==> src/rtl/imem_boot_loader.sv <==
`default_nettype none
// ============================================================================
// Module   : imem_boot_loader
// Purpose  : Hardware program loader for riscv_pipelined_core. Takes a byte
//            stream (valid/ready), assembles little-endian XLEN-bit words and
//            writes them sequentially into instruction memory, holding the
//            core in reset until the whole program has landed.
//
// Stream   : N[7:0], N[15:8], then N words (byte 0 -> bits [7:0]),
//            plus one trailing XOR checksum byte when LOADER_CHECKSUM_EN.
//
// Ports    : clk          system clock (rising edge)
//            reset        asynchronous active-high reset
//            byte_data    incoming stream byte
//            byte_valid   byte_data valid this cycle
//            byte_ready   loader can accept a byte (registered)
//            reload       single-cycle pulse, restarts from DONE/ERROR
//            imem_we      one-cycle write strobe per assembled word
//            imem_addr    word address of the write
//            imem_wdata   word being written
//            core_reset   held high until the program is loaded
//            load_done    program loaded, core running
//            load_err     load aborted, core held in reset
//
// Options  : `define LOADER_CHECKSUM_EN adds the CKSUM state and a running
//            XOR over all data bytes (header bytes excluded).
//
// Revision : 1.0  initial release
// ============================================================================
module imem_boot_loader #(
  parameter int XLEN       = 32,  // multiple of 8, at least 24
  parameter int IMEM_DEPTH = 256,
  parameter int ADDR_W     = $clog2(IMEM_DEPTH)
) (
  input  logic              clk,
  input  logic              reset,
  input  logic [7:0]        byte_data,
  input  logic              byte_valid,
  output logic              byte_ready,
  input  logic              reload,
  output logic              imem_we,
  output logic [ADDR_W-1:0] imem_addr,
  output logic [XLEN-1:0]   imem_wdata,
  output logic              core_reset,
  output logic              load_done,
  output logic              load_err
);

  localparam int                BPW       = XLEN / 8;
  localparam int                BIDX_W    = (BPW > 1) ? $clog2(BPW) : 1;
  localparam logic [BIDX_W-1:0] LAST_BYTE = BIDX_W'(BPW - 1);
  localparam logic [16:0]       MAX_WORDS = 17'(IMEM_DEPTH);

  typedef enum logic [2:0] {
    ST_HDR_LO = 3'd0,
    ST_HDR_HI = 3'd1,
    ST_DATA   = 3'd2,
`ifdef LOADER_CHECKSUM_EN
    ST_CKSUM  = 3'd3,
`endif
    ST_DONE   = 3'd4,
    ST_ERROR  = 3'd5
  } state_t;

  state_t            state_q;
  logic              ready_q;
  logic              we_q;
  logic [ADDR_W-1:0] addr_q;       // address presented with the write strobe
  logic [XLEN-1:0]   wdata_q;
  logic              core_rst_q;
  logic              done_q;
  logic              err_q;
  logic [7:0]        n_lo_q;       // header low byte, waiting for the high byte
  logic [15:0]       rem_q;        // words still to be received
  logic [ADDR_W-1:0] waddr_q;      // address the next assembled word goes to
  logic [BIDX_W-1:0] bidx_q;       // byte position inside the current word
  logic [XLEN-9:0]   asm_q;        // bytes 0..BPW-2 of the current word
`ifdef LOADER_CHECKSUM_EN
  logic [7:0]        xor_q;
`endif

  logic        accept;
  logic [15:0] hdr_n;

  assign accept = byte_valid & ready_q;
  assign hdr_n  = {byte_data, n_lo_q};

  assign byte_ready = ready_q;
  assign imem_we    = we_q;
  assign imem_addr  = addr_q;
  assign imem_wdata = wdata_q;
  assign core_reset = core_rst_q;
  assign load_done  = done_q;
  assign load_err   = err_q;

  always_ff @(posedge clk or posedge reset) begin
    if (reset) begin
      state_q    <= ST_HDR_LO;
      ready_q    <= 1'b0;
      we_q       <= 1'b0;
      addr_q     <= '0;
      wdata_q    <= '0;
      core_rst_q <= 1'b1;
      done_q     <= 1'b0;
      err_q      <= 1'b0;
      n_lo_q     <= '0;
      rem_q      <= '0;
      waddr_q    <= '0;
      bidx_q     <= '0;
      asm_q      <= '0;
`ifdef LOADER_CHECKSUM_EN
      xor_q      <= '0;
`endif
    end else begin
      we_q <= 1'b0;
      case (state_q)
        ST_HDR_LO: begin
          // ready comes up here on the first cycle after reset release
          ready_q <= 1'b1;
          if (accept) begin
            n_lo_q  <= byte_data;
            state_q <= ST_HDR_HI;
          end
        end

        ST_HDR_HI: begin
          if (accept) begin
            if (hdr_n == 16'd0) begin
`ifdef LOADER_CHECKSUM_EN
              state_q <= ST_CKSUM;
`else
              state_q <= ST_DONE;
              ready_q <= 1'b0;
`endif
            end else if ({1'b0, hdr_n} > MAX_WORDS) begin
              state_q <= ST_ERROR;
              ready_q <= 1'b0;
            end else begin
              state_q <= ST_DATA;
              rem_q   <= hdr_n;
              waddr_q <= '0;
              bidx_q  <= '0;
            end
          end
        end

        ST_DATA: begin
          if (accept) begin
`ifdef LOADER_CHECKSUM_EN
            xor_q <= xor_q ^ byte_data;
`endif
            if (bidx_q == LAST_BYTE) begin
              // last byte completes the word: strobe it out next cycle
              bidx_q  <= '0;
              we_q    <= 1'b1;
              addr_q  <= waddr_q;
              wdata_q <= {byte_data, asm_q};
              waddr_q <= waddr_q + 1'b1;
              rem_q   <= rem_q - 16'd1;
              if (rem_q == 16'd1) begin
`ifdef LOADER_CHECKSUM_EN
                state_q <= ST_CKSUM;
`else
                state_q <= ST_DONE;
                ready_q <= 1'b0;
`endif
              end
            end else begin
              bidx_q <= bidx_q + 1'b1;
              asm_q  <= {byte_data, asm_q[XLEN-9:8]};
            end
          end
        end

`ifdef LOADER_CHECKSUM_EN
        ST_CKSUM: begin
          if (accept) begin
            ready_q <= 1'b0;
            state_q <= (byte_data == xor_q) ? ST_DONE : ST_ERROR;
          end
        end
`endif

        ST_DONE, ST_ERROR: begin
          if (reload) begin
            state_q    <= ST_HDR_LO;
            ready_q    <= 1'b1;
            core_rst_q <= 1'b1;
            done_q     <= 1'b0;
            err_q      <= 1'b0;
            bidx_q     <= '0;
            waddr_q    <= '0;
            addr_q     <= '0;
`ifdef LOADER_CHECKSUM_EN
            xor_q      <= '0;
`endif
          end else if (state_q == ST_DONE) begin
            // one cycle after entry, which is also the edge that commits
            // the final write, so memory is complete before the first fetch
            core_rst_q <= 1'b0;
            done_q     <= 1'b1;
          end else begin
            core_rst_q <= 1'b1;
            err_q      <= 1'b1;
          end
        end

        default: begin
          state_q <= ST_HDR_LO;
          ready_q <= 1'b0;
        end
      endcase
    end
  end

endmodule
`default_nettype wire

==> config.mk <==
export PLATFORM = sky130hd
export DESIGN_NAME = imem_boot_loader
export DESIGN_NICKNAME = d
export VERILOG_FILES = /design/src/rtl/imem_boot_loader.sv
export SDC_FILE = /design/constraint.sdc
export NUM_CORES = 1
export LEC_CHECK = 0
export ABC_AREA = 1
export BUFFER_PORTS_ARGS = -buffer_cell sky130_fd_sc_hd__buf_2
export CAP_MARGIN = 30
export CORE_MARGIN = 3
export CORE_UTILIZATION = 53
export CTS_CLUSTER_SIZE = 14
export DETAILED_ROUTE_END_ITERATION = 16
export GPL_ROUTABILITY_DRIVEN = 0
export HOLD_SLACK_MARGIN = 0.15
export PLACE_DENSITY = 0.76
export SKIP_CTS_REPAIR_TIMING = 1
export SLEW_MARGIN = 10
export SYNTH_ARGS = -nofsm -noshare
export SYNTH_HDL_FRONTEND = slang
export SYNTH_SLANG_ARGS = --single-unit
==> constraint.sdc <==
create_clock -name clk -period 3.53 [get_ports clk]
set_input_delay 0.8825 -clock clk [delete_from_list [all_inputs] [get_ports clk]]
set_output_delay 0.8825 -clock clk [all_outputs]
set_load 0.02 [all_outputs]
# Word level (Yosys, flattened, before mapping)
# Index checks and enable logic that the tools add are counted.
# totals
output_inout_bits,45
in_bits,12
word_cells,102
ff_bits,106
# classes
eq_ne,16
n_addsub,3
bitwise_logic,2
n_reduce_logical,18
n_mux,49
magnitude_cmp,1
# op_table
operator,n
16-bit 2-to-1 mux,5
8-bit 2-to-1 mux,8
16-bit case mux with 2 select lines,1
3-bit 2-to-1 mux,8
8-bit case mux with 3 select lines,1
6-bit AND reduction,4
"2-bit inequality test, second input constant",9
"16-bit by 1-bit equality test with 1-bit output, second input constant",1
"16-bit by 9-bit > comparator with 1-bit output, second input constant",1
16-bit zero test,1
1-bit 2-to-1 mux,16
8-bit case mux with 2 select lines,1
"16-bit by 1-bit subtractor with 16-bit output, second input constant",1
2-bit 2-to-1 mux,6
3-bit case mux with 4 select lines,1
"8-bit by 1-bit adder with 8-bit output, second input constant",1
7-bit AND reduction,1
"3-bit equality test, second input constant",2
2-bit case mux with 3 select lines,1
2-bit AND reduction,3
3-bit AND reduction,2
2-bit nonzero test,3
1-bit case mux with 4 select lines,1
4-bit AND reduction,1
other kinds (10),10

# Longest topological paths before layout
# Gate-level depths: netlist (run 1).
# depth
depth_word,5
ltp_mapped,11
mapped_depth_nobuf,11

# Least setup slack after synthesis (run 1)
# Ideal clock, no wire load.
# synth_timing
path_kind,input port to flip-flop
start,in byte_data[2]
end,reg rem_q[8]
setup_time_ps,117
arrival_ps,1833
path_stages,11
path_slack_ps,1581
t_required_ps,3413
n_path_buf,1
path_cell_list,nor2_1 > nand2_1 > nor2_1 > inv_2 > nand2_1 > nand2_1 > nand2_2 > nand2_4 > buf_6 > nand2_1 > nand2_1
# synth_via
elab_chain_len,3
elab_cells_between_ends,5
classes_between,order compare (1); eq/ne (2); reduce/logical (2)
# synth_rtl
element,line_no,source
start: declaration,37,"input logic [7:0] byte_data,"
16-bit by 9-bit > comparator with 1-bit output / 16-bit zero test (equally long branches),"135, 128",
2-bit inequality test (no source line),n/a,
6-bit AND reduction (no source line) (*),n/a,
end signal: assignment,140,rem_q <= hdr_n;
end signal: assignment,159,rem_q <= rem_q - 16'd1;
end: declaration,74,logic [15:0] rem_q;
# Every way passes the cells marked *; elsewhere a longest branch is shown, timed or not.
# A chain may end at the register's enable or synchronous reset.

# Final worst setup path (run 1)
# layout_timing
start,reg state_q[2]
end,reg asm_q[7]
# layout_via
elab_chain_len,2
# layout_rtl
element,line_no,source
start: declaration,65,state_t state_q;
start signal: assignment,98,state_q <= ST_HDR_LO;
start signal: assignment,122,state_q <= ST_HDR_HI;
start signal: assignment,132,state_q <= ST_DONE;
3-bit by 2-bit equality test with 1-bit output,116,case (state_q)
3-bit AND reduction (no source line),n/a,
end signal: assignment,170,"asm_q <= {byte_data, asm_q[XLEN-9:8]};"
end: declaration,77,logic [XLEN-9:0] asm_q;
# No other way between the ends.

==> results of run 1 <==
## routing by layer
metal	track usage (%)	wire length [um]	vias to the layer above
met3	3.420	636	21
met2	33.60	5034	139
met5	0	0	-
met4	7.692	215	0
met1	28.81	4942	1963
li1	-	-	2112
## worst paths after layout
kind / startpoint / end / cells past startpoint / slack, ns
max: state_q[2]$_DFFE_PP0P_ / asm_q[7]$_DFFE_PP0P_ / 6 / 1.05
min: asm_q[2]$_DFFE_PP0P_ / imem_wdata[2]$_DFFE_PP0P_ / 2 / 0.48
max reg2reg: state_q[2]$_DFFE_PP0P_ / asm_q[7]$_DFFE_PP0P_ / 6 / 1.05
min reg2reg: asm_q[2]$_DFFE_PP0P_ / imem_wdata[2]$_DFFE_PP0P_ / 2 / 0.48
max in group asynchronous: reset / core_reset$_DFFE_PP1P_ / 3 / 2.12
min in group asynchronous: reset / imem_wdata[0]$_DFFE_PP0P_ / 2 / 0.59
## power by group
part           switching (mW)  leakage [nW]  internal (mW)
registers              0.0891          1.46           1.32
clock network           0.457         0.107          0.349
logic                   0.662          1.45          0.293
total                    1.21          3.01           1.96
## cells by family (layout without fill, tap and decap cells)
group	count (synthesis)	count (layout)	synth area share (%)
simple gates	355	355	29.56
flops	106	106	52.55
compound gates	85	85	9.094
buf+inv	80	134	6.937
xor+xnor	5	5	0.8672
fa+ha+maj	4	4	0.9911
## placed cells by master, fill, tap and decap left out, types with 2 or more instances in the layout
cell	count
inv_6	2
buf_2	56
clkbuf_8	9
o21ai_0	69
nor3_1	3
o21ai_1	2
dfrtp_1	105
nand3_1	61
nand2_1	224
nor2_2	2
nand2_2	4
or2_2	2
o21bai_1	3
inv_1	51
inv_8	2
a21oi_1	4
nand4_1	3
nand3_2	3
ha_1	4
xnor2_1	4
nor2_1	48
inv_2	6
nor2_4	3
clkinvlp_4	2
buf_4	2
## cell type report
cell class	instances	area [um^2]
Sequential cell	106	2654
Inverter	59	225.2
Timing Repair Buffer	59	315.3
Clock buffer	9	123.9
Tap cell	126	157.7
Fill cell	806	3361
Clock inverter	7	93.84
Multi-Input combinational cell	449	2046
## registers in the layout, summed over array words and instances, names as in the netlist
register / count
load_done: 1
byte_ready: 1
rem_q: 16
imem_we: 1
load_err: 1
n_lo_q: 8
asm_q: 24
imem_addr: 8
bidx_q: 2
state_q: 3
waddr_q: 8
core_reset: 1
imem_wdata: 32
## stage by stage
stage / setup WS, ns / std cells
floorplan: 1.375 / 635
global placement: 1.140 / 799
detailed placement: 1.089 / 799
CTS: 1.028 / 815
global route: 0.7475 / 815
finish: 1.048 / 815
## critical path, delay by kind of cell, from the launching register on
kind                   cells  cell delay [ns]
AO/OA/AOI/OAI              1             0.44
buffers and inverters      3             0.72
flip-flops                 1             0.45
AND/OR/NAND/NOR            2             0.75
==> impl_metrics.tcl, run 1 <==
set metrics [dict create \
    status "completed" \
    grt_usage_pct 20.89 \
    design_area_mm2 0.005615 \
    die_x_um 103.6 \
    io-pin-count 57 \
    drt_first_pass_iters 5 \
    worstSetupEndpointType "register" \
    die_h_um 103.6 \
    cts-root-buf "clkbuf_8" \
    start_kind "register" \
    p_leak_nw 3.009 \
    ys_seq_area_share_pct 52.55 \
    synth.area.top_cells "dfrtp_1, nand2_1, o21ai_0" \
    grt_max_degree 79 \
    postSynthCellCount 635 \
    core_area_mm2 0.008976 \
    wl_per_cell_um 13.28 \
    skew_ns 0.01358 \
    vias_per_cell 5.196 \
    async_flop_share_pct 100.0 \
    worst_pin_slew_ns 0.7469 \
    ys_seq_elements 106 \
    grt_pass1_vias 4016 \
    synth_top_cell_by_area "dfrtp_1" \
    grt_pass1_wl_um 18860 \
    yosys.area.top_type_share_pct 52.03 \
    slew_viol_final 0 \
    avgSynthCellArea_um2 7.953 \
    crit_fanout 48 \
    drive_above_1_share_pct 14.66 \
    yosysWarnings 0 \
    hold_viol 0 \
    cp_cell_sequence "inv_2 -> nand3_2 -> buf_4 -> inv_2 -> nand3_2 -> o21ai_0" \
    cts_sinks 106 \
    p_total_mw 3.168 \
    start_util_pct 56.26 \
    ant_nets 0 \
    antenna_found_initial 0 \
    required_ns 3.80 \
    drt_iter0_drc 303 \
    synth_edf_count 0 \
    fin_crit_ns 2.482 \
    dp_hpwl_um 7662 \
    final_nets 700 \
    finalCritPeriodShare_pct 70.31 \
    htreeDepth 3 \
    vdd_ir_drop_max_mv 0.4138 \
    path_clk_slew_ns 0.11 \
    final_core_util_pct 62.56 \
    yosys-top-cells-count "nand2_1, dfrtp_1, o21ai_0, nand3_1, inv_1" \
    clock.fmax_mhz 402.9 \
    drv_cap 0 \
    grt_overflow 0 \
    cp.arrival_ns 2.75 \
    rsz0062_at_grt "false" \
    powerDensity_mw_per_mm2 564.2 \
    synth_cell_types 35 \
    rows 34 \
    die_area_mm2 0.01074 \
    synthFlopType "dfrtp_1" \
    syn2layout_area_growth_pct 11.20 \
    critPathSlowestCell "nand3_2" \
    synth.cell_area_mm2 0.005050 \
    placed_area_mm2 0.005398 \
    vias 4235 \
    slew_headroom_pct 50.15 \
    routed_wl_um 10830 \
    port_buffers 56 \
    cts_buffers 9 \
    route.detailed.drc 0 \
    cts_tree "done" \
    setup_viol 0 \
    slowest_delay_ns 0.68 \
    yosysMostFrequentCell "nand2_1" \
    final.setup.tns_ns 0 \
    syn-num-nets 651 \
    antenna-diode-count 0 \
    clkLatencyLatePin_ns 0.37 \
    hp-class "register to register" \
    clk_path_buf_depth 2 \
    worstSetupPathType "register to register" \
    whs_ns 0.4820 \
]
Note: power is estimated with default switching activity, not from simulation.
==> run 2: changes to the inputs <==
ABC_AREA = 0   (was 1)
CORE_UTILIZATION = 58   (was 53)
PLACE_DENSITY = 0.79   (was 0.76)
clock period = 2.5 ns   (was 3.53 ns; I/O delays follow)
==> impl_metrics.tcl, run 2 <==
set metrics [dict create \
    cts_sinks 106 \
    ant_nets 0 \
    grt_pass1_wl_um 18000 \
    p_total_mw 3.598 \
    slew_headroom_pct 59.13 \
    setup_viol 0 \
    cts_buffers 9 \
    drive_above_1_share_pct 25.28 \
    htreeDepth 3 \
    vdd_ir_drop_max_mv 0.3705 \
    largest_reg_flops 32 \
    multi_input_area_mm2 0.001979 \
    setup_ws_ns 0.1951 \
    synthFlopType "dfrtp_1" \
    avgSynthCellArea_um2 10.28 \
    startpoint "n_lo_q[4]$_DFFE_PP0P_" \
    clkPwrFrac_pct 27.8 \
    placed_area_mm2 0.005238 \
    cts_tree "done" \
    synth_cell_types 54 \
    grt_max_degree 65 \
    status "completed" \
    clock.fmax_mhz 433.9 \
    p_int_mw 2.503 \
    syn2layout_area_growth_pct 13.37 \
    yosysWarnings 0 \
    ys_seq_elements 106 \
    vias 3748 \
    drv_cap 0 \
    rows 32 \
    cts-root-buf "clkbuf_8" \
    ys_seq_area_share_pct 55.49 \
    path_clk_slew_ns 0.11 \
    yosys-top-cells-count "nand2_1, dfrtp_1, mux2_2, o21ai_0" \
    die_h_um 96.80 \
    skew_ns 0.01002 \
    power_switching_mw 1.094 \
    drt_first_pass_iters 5 \
    wl_per_cell_um 16.57 \
    dp_hpwl_um 7245 \
    routed_wl_um 10470 \
    final_nets 541 \
    regArea_mm2 0.002654 \
    worstSetupPathType "register to register" \
    p_sw_share_pct 30.42 \
    crit_fanout 10 \
    final.setup.tns_ns 0 \
    io-pin-count 57 \
    start_kind "register" \
    required_ns 2.75 \
    design_area_mm2 0.005421 \
    cp.arrival_ns 2.56 \
    finalCritPeriodShare_pct 92.20 \
    async_flop_share_pct 100.0 \
    worst_pin_slew_ns 0.6130 \
    yosysMostFrequentCell "nand2_1" \
    vias_per_cell 5.930 \
    syn-num-nets 481 \
    antenna-diode-count 0 \
    clkLatencyLatePin_ns 0.37 \
    grt_pass1_vias 3718 \
    synth_top_cell_by_area "dfrtp_1" \
    antenna_found_initial 0 \
    postSynthCellCount 465 \
    hp-class "input pin to async pin" \
    synth_edf_count 0 \
    power_frac_comb_pct 18.0 \
    grt_usage_pct 23.29 \
    hold_viol 0 \
    route.detailed.drc 0 \
    p_leak_nw 2.695 \
    worstSetupEndpointType "register" \
    r2r-start "n_lo_q[4]$_DFFE_PP0P_" \
    seqPwrFrac_pct 54.2 \
    synth.area.top_cells "dfrtp_1, nand2_1, mux2_2" \
    grt_overflow 0 \
    rsz0062_at_grt "false" \
    powerDensity_mw_per_mm2 663.6 \
    layout_common_cells "nand2_1, dfrtp_1, buf_2" \
    yosys.area.top_type_share_pct 54.95 \
    slew_viol_final 0 \
    die_x_um 96.80 \
    clk_path_buf_depth 2 \
    fin_crit_ns 2.305 \
    start_util_pct 60.94 \
    die_area_mm2 0.009370 \
    port_buffers 56 \
    core_area_mm2 0.007848 \
    pre_cts_ws_ns 0.04240 \
    n_fill_cell 637 \
    drt_iter0_drc 351 \
    final_common_cell "nand2_1" \
    synth.cell_area_mm2 0.004782 \
]
==> run 2: stage by stage <==
stage / hold slack (ns) / cells / util (%)
floorplan: 0.4348 / 465 / -
global placement: 0.4506 / 616 / 66.74
detailed placement: 0.4545 / 616 / 66.74
CTS: 0.2686 / 632 / 69.08
global route: 0.2882 / 632 / 69.08
finish: 0.2635 / 632 / 69.08
==> run 2: layer usage <==
metal  part of all wire, %  GRT usage (%)
met1                    43          32.35
met2                    49          37.47
met3                   5.8          4.182
met4                   1.6          7.343
met5                     0              0
==> run 2: layout make-up <==
cell class,count,share of cell area (%)
multi-input cells,321,36.51
flip-flops and latches,106,48.95
well taps,102,2.354
clock buffers,10,2.354
repair buffers,73,7.754
clock inverters,6,1.039
inverters,14,1.039
==> run 2: cells by family after synthesis <==
family,synth area share [%]
compound gates,14.68
fa+ha+maj,1.047
buf+inv,3.244
flops,55.49
mux,7.954
simple gates,17.58
==> run 2: final timing paths <==
check,slack (ns),end,depth (start not counted)
worst max-delay path,0.20,rem_q[11]$_DFFE_PP0P_,5
worst min-delay path,0.26,asm_q[0]$_DFFE_PP0P_,2
worst max register to register,0.20,rem_q[11]$_DFFE_PP0P_,5
worst min register to register,0.48,imem_addr[2]$_DFFE_PP0P_,2
max in group asynchronous,1.52,core_reset$_DFFE_PP1P_,3
min in group clk,0.48,imem_addr[2]$_DFFE_PP0P_,2
==> run 2: power by group through the flow <==
| stage | sequential, mW | combinational, mW | clock (mW) |
|---|---|---|---|
| 3_3_place_gp | 1.98 | 0.626 | 0 |
| 2_1_floorplan | 1.98 | 0.454 | 0 |
| 4_1_cts | 1.95 | 0.649 | 1.03 |
| 6_report | 1.95 | 0.646 | 1.00 |
| 3_5_place_dp | 1.99 | 0.644 | 0 |
| 5_1_grt | 1.97 | 0.712 | 1.09 |
==> run 2: worst max-delay path, stage by stage (launching register included) <==
cell,delay (ns)
dfrtp_1,0.42
or4_4,0.55
nor3_2,0.38
nor4_4,0.12
nand2b_1,0.35
a221o_1,0.38
==> run 3: changes to the inputs <==
CORE_UTILIZATION = 52   (was 58)
PLACE_DENSITY = 0.75   (was 0.79)
SETUP_SLACK_MARGIN = 0.5   (was not set)
clock period = 2.1 ns   (was 2.5 ns; I/O delays follow)
==> impl_metrics.tcl, run 3 (same netlist as run 2, synthesis figures left out) <==
set metrics [dict create \
    clkLatencyLatePin_ns 0.38 \
    skew_ns 0.01330 \
    layout_common_cells "nand2_1, dfrtp_1, buf_2" \
    syn2layout_area_growth_pct 25.61 \
    vdd_ir_drop_max_mv 0.3993 \
    io-pin-count 57 \
    grt_overflow 0 \
    powerDensity_mw_per_mm2 768.6 \
    busiest_layer "met2" \
    grt_pass1_vias 3555 \
    die_x_um 101.9 \
    core_area_mm2 0.008806 \
    worstSetupEndpointType "register" \
    p_leak_nw 2.942 \
    slew_viol_final 0 \
    grt_pass1_wl_um 17840 \
    antenna-diode-count 0 \
    largest_reg_flops 32 \
    clock.fmax_mhz 450.5 \
    critPathSlowestCell "or4_4" \
    regArea_mm2 0.002658 \
    htreeDepth 3 \
    wl_per_cell_um 17.71 \
    drt_iter0_drc 221 \
    rsz0062_at_grt "true" \
    crit_fanout 7 \
    required_ns 2.36 \
    finalCritPeriodShare_pct 105.7 \
    cp.arrival_ns 2.48 \
    worstSetupPathType "register to register" \
    n_fill_cell 631 \
    cp_cell_sequence "or4_4 -> nor3_4 -> nor4_4 -> buf_4 -> nand2b_4 -> a221o_1" \
    slowest_delay_ns 0.59 \
    start_kind "register" \
    violations "negative setup slack" \
    pre_cts_ws_ns -0.1507 \
    grtUsageMet3_pct 3.959 \
    worst_pin_slew_ns 0.4796 \
    use_met2_pct 35.06 \
    die_area_mm2 0.01038 \
    fin_crit_ns 2.220 \
    antenna_found_initial 0 \
    multi_input_area_mm2 0.002196 \
    layout.cells.non_filler 669 \
    grt_use_met1_pct 30.06 \
    setup_viol 24 \
    vias 3849 \
    ant_nets 0 \
    dp_hpwl_um 7617 \
    port_buffers 56 \
    routed_wl_um 11850 \
    cts_sinks 106 \
    setup_ws_ns -0.1198 \
    grt_max_degree 39 \
    drt_first_pass_iters 4 \
    rows 34 \
    drive_above_1_share_pct 32.44 \
    cts-root-buf "clkbuf_8" \
    hold_viol 0 \
    path_clk_slew_ns 0.11 \
    placedCellCount 638 \
    cts_tree "done" \
    slew_headroom_pct 68.03 \
    drv_cap 0 \
    hp-class "input pin to register" \
    die_h_um 101.9 \
    start_util_pct 54.31 \
    cts_buffers 9 \
    grt_usage_pct 21.87 \
    status "finished with violations" \
    vias_per_cell 5.753 \
    route.detailed.drc 0 \
    final_common_cell "nand2_1" \
    final_nets 572 \
    clk_path_buf_depth 2 \
]
run 3: changes by cell type in the layout (fill, tap and decap cells not counted), sizes merged:
cell	before	now
dlygate4sd3	0	1
clkinvlp	2	1
buf	73	100
clkinv	1	3
nand2b	3	4
clkbuf	10	11
run 3: worst max-delay path: cells and delay by family, from the launching register on:
kind,cells,cell delay [ns]
and+or+nand+nor,4,1.18
DFF,1,0.42
AOI/OAI and AO/OA,1,0.31
buffers and inverters,1,0.17
run 3: worst paths after layout:
kind                                              endpoint  cells past startpoint                       from  slack [ns]
worst max-delay path                  rem_q[7]$_DFFE_PP0P_                      6      n_lo_q[1]$_DFFE_PP0P_       -0.12
max in group asynchronous           byte_ready$_DFFE_PP0P_                      4                      reset        0.84
worst min-delay path            imem_wdata[27]$_DFFE_PP0P_                      3               byte_data[3]        0.43
worst min register to register   imem_wdata[4]$_DFFE_PP0P_                      2  imem_wdata[4]$_DFFE_PP0P_        0.48
min in group asynchronous        imem_wdata[0]$_DFFE_PP0P_                      3                      reset        0.56
worst max register to register        rem_q[7]$_DFFE_PP0P_                      6      n_lo_q[1]$_DFFE_PP0P_       -0.12
run 3: layout make-up:
cell class                      instances  share of cell area [%]
Tap cell                              108                   2.250
Timing Repair Buffer                  103                   12.79
Inverter                               14                  0.9790
Multi-Input combinational cell        322                   36.55
Clock buffer                            9                   2.062
Sequential cell                       106                   44.24
Clock inverter                          7                   1.125
run 3: per-stage QoR:
stage	power [mW]	hold slack (ns)	setup TNS [ns]	cell area (um^2)	util [%]
2_1_floorplan	2.950	0.4348	0	4928	-
3_3_place_gp	3.242	0.4190	-0.8070	5473	62.15
3_5_place_dp	3.279	0.4172	-1.960	5473	62.15
4_1_cts	4.509	-0.002186	-0.6731	5664	64.32
5_1_grt	4.840	0.4198	-3.269	6007	68.22
6_report	4.617	0.4259	-1.523	6007	68.22
run 3: routing by layer:
metal,vias up,wire [um]
met3,19,515
li1,1815,-
met5,-,0
met4,0,253
met1,1914,5240
met2,101,5837
run 3: power by group:
group          leakage, nW  switching, mW  internal [mW]
logic                 1.44          0.548          0.498
clock network       0.0993          0.789          0.464
registers             1.41          0.123           2.20
total                 2.94           1.46           3.16
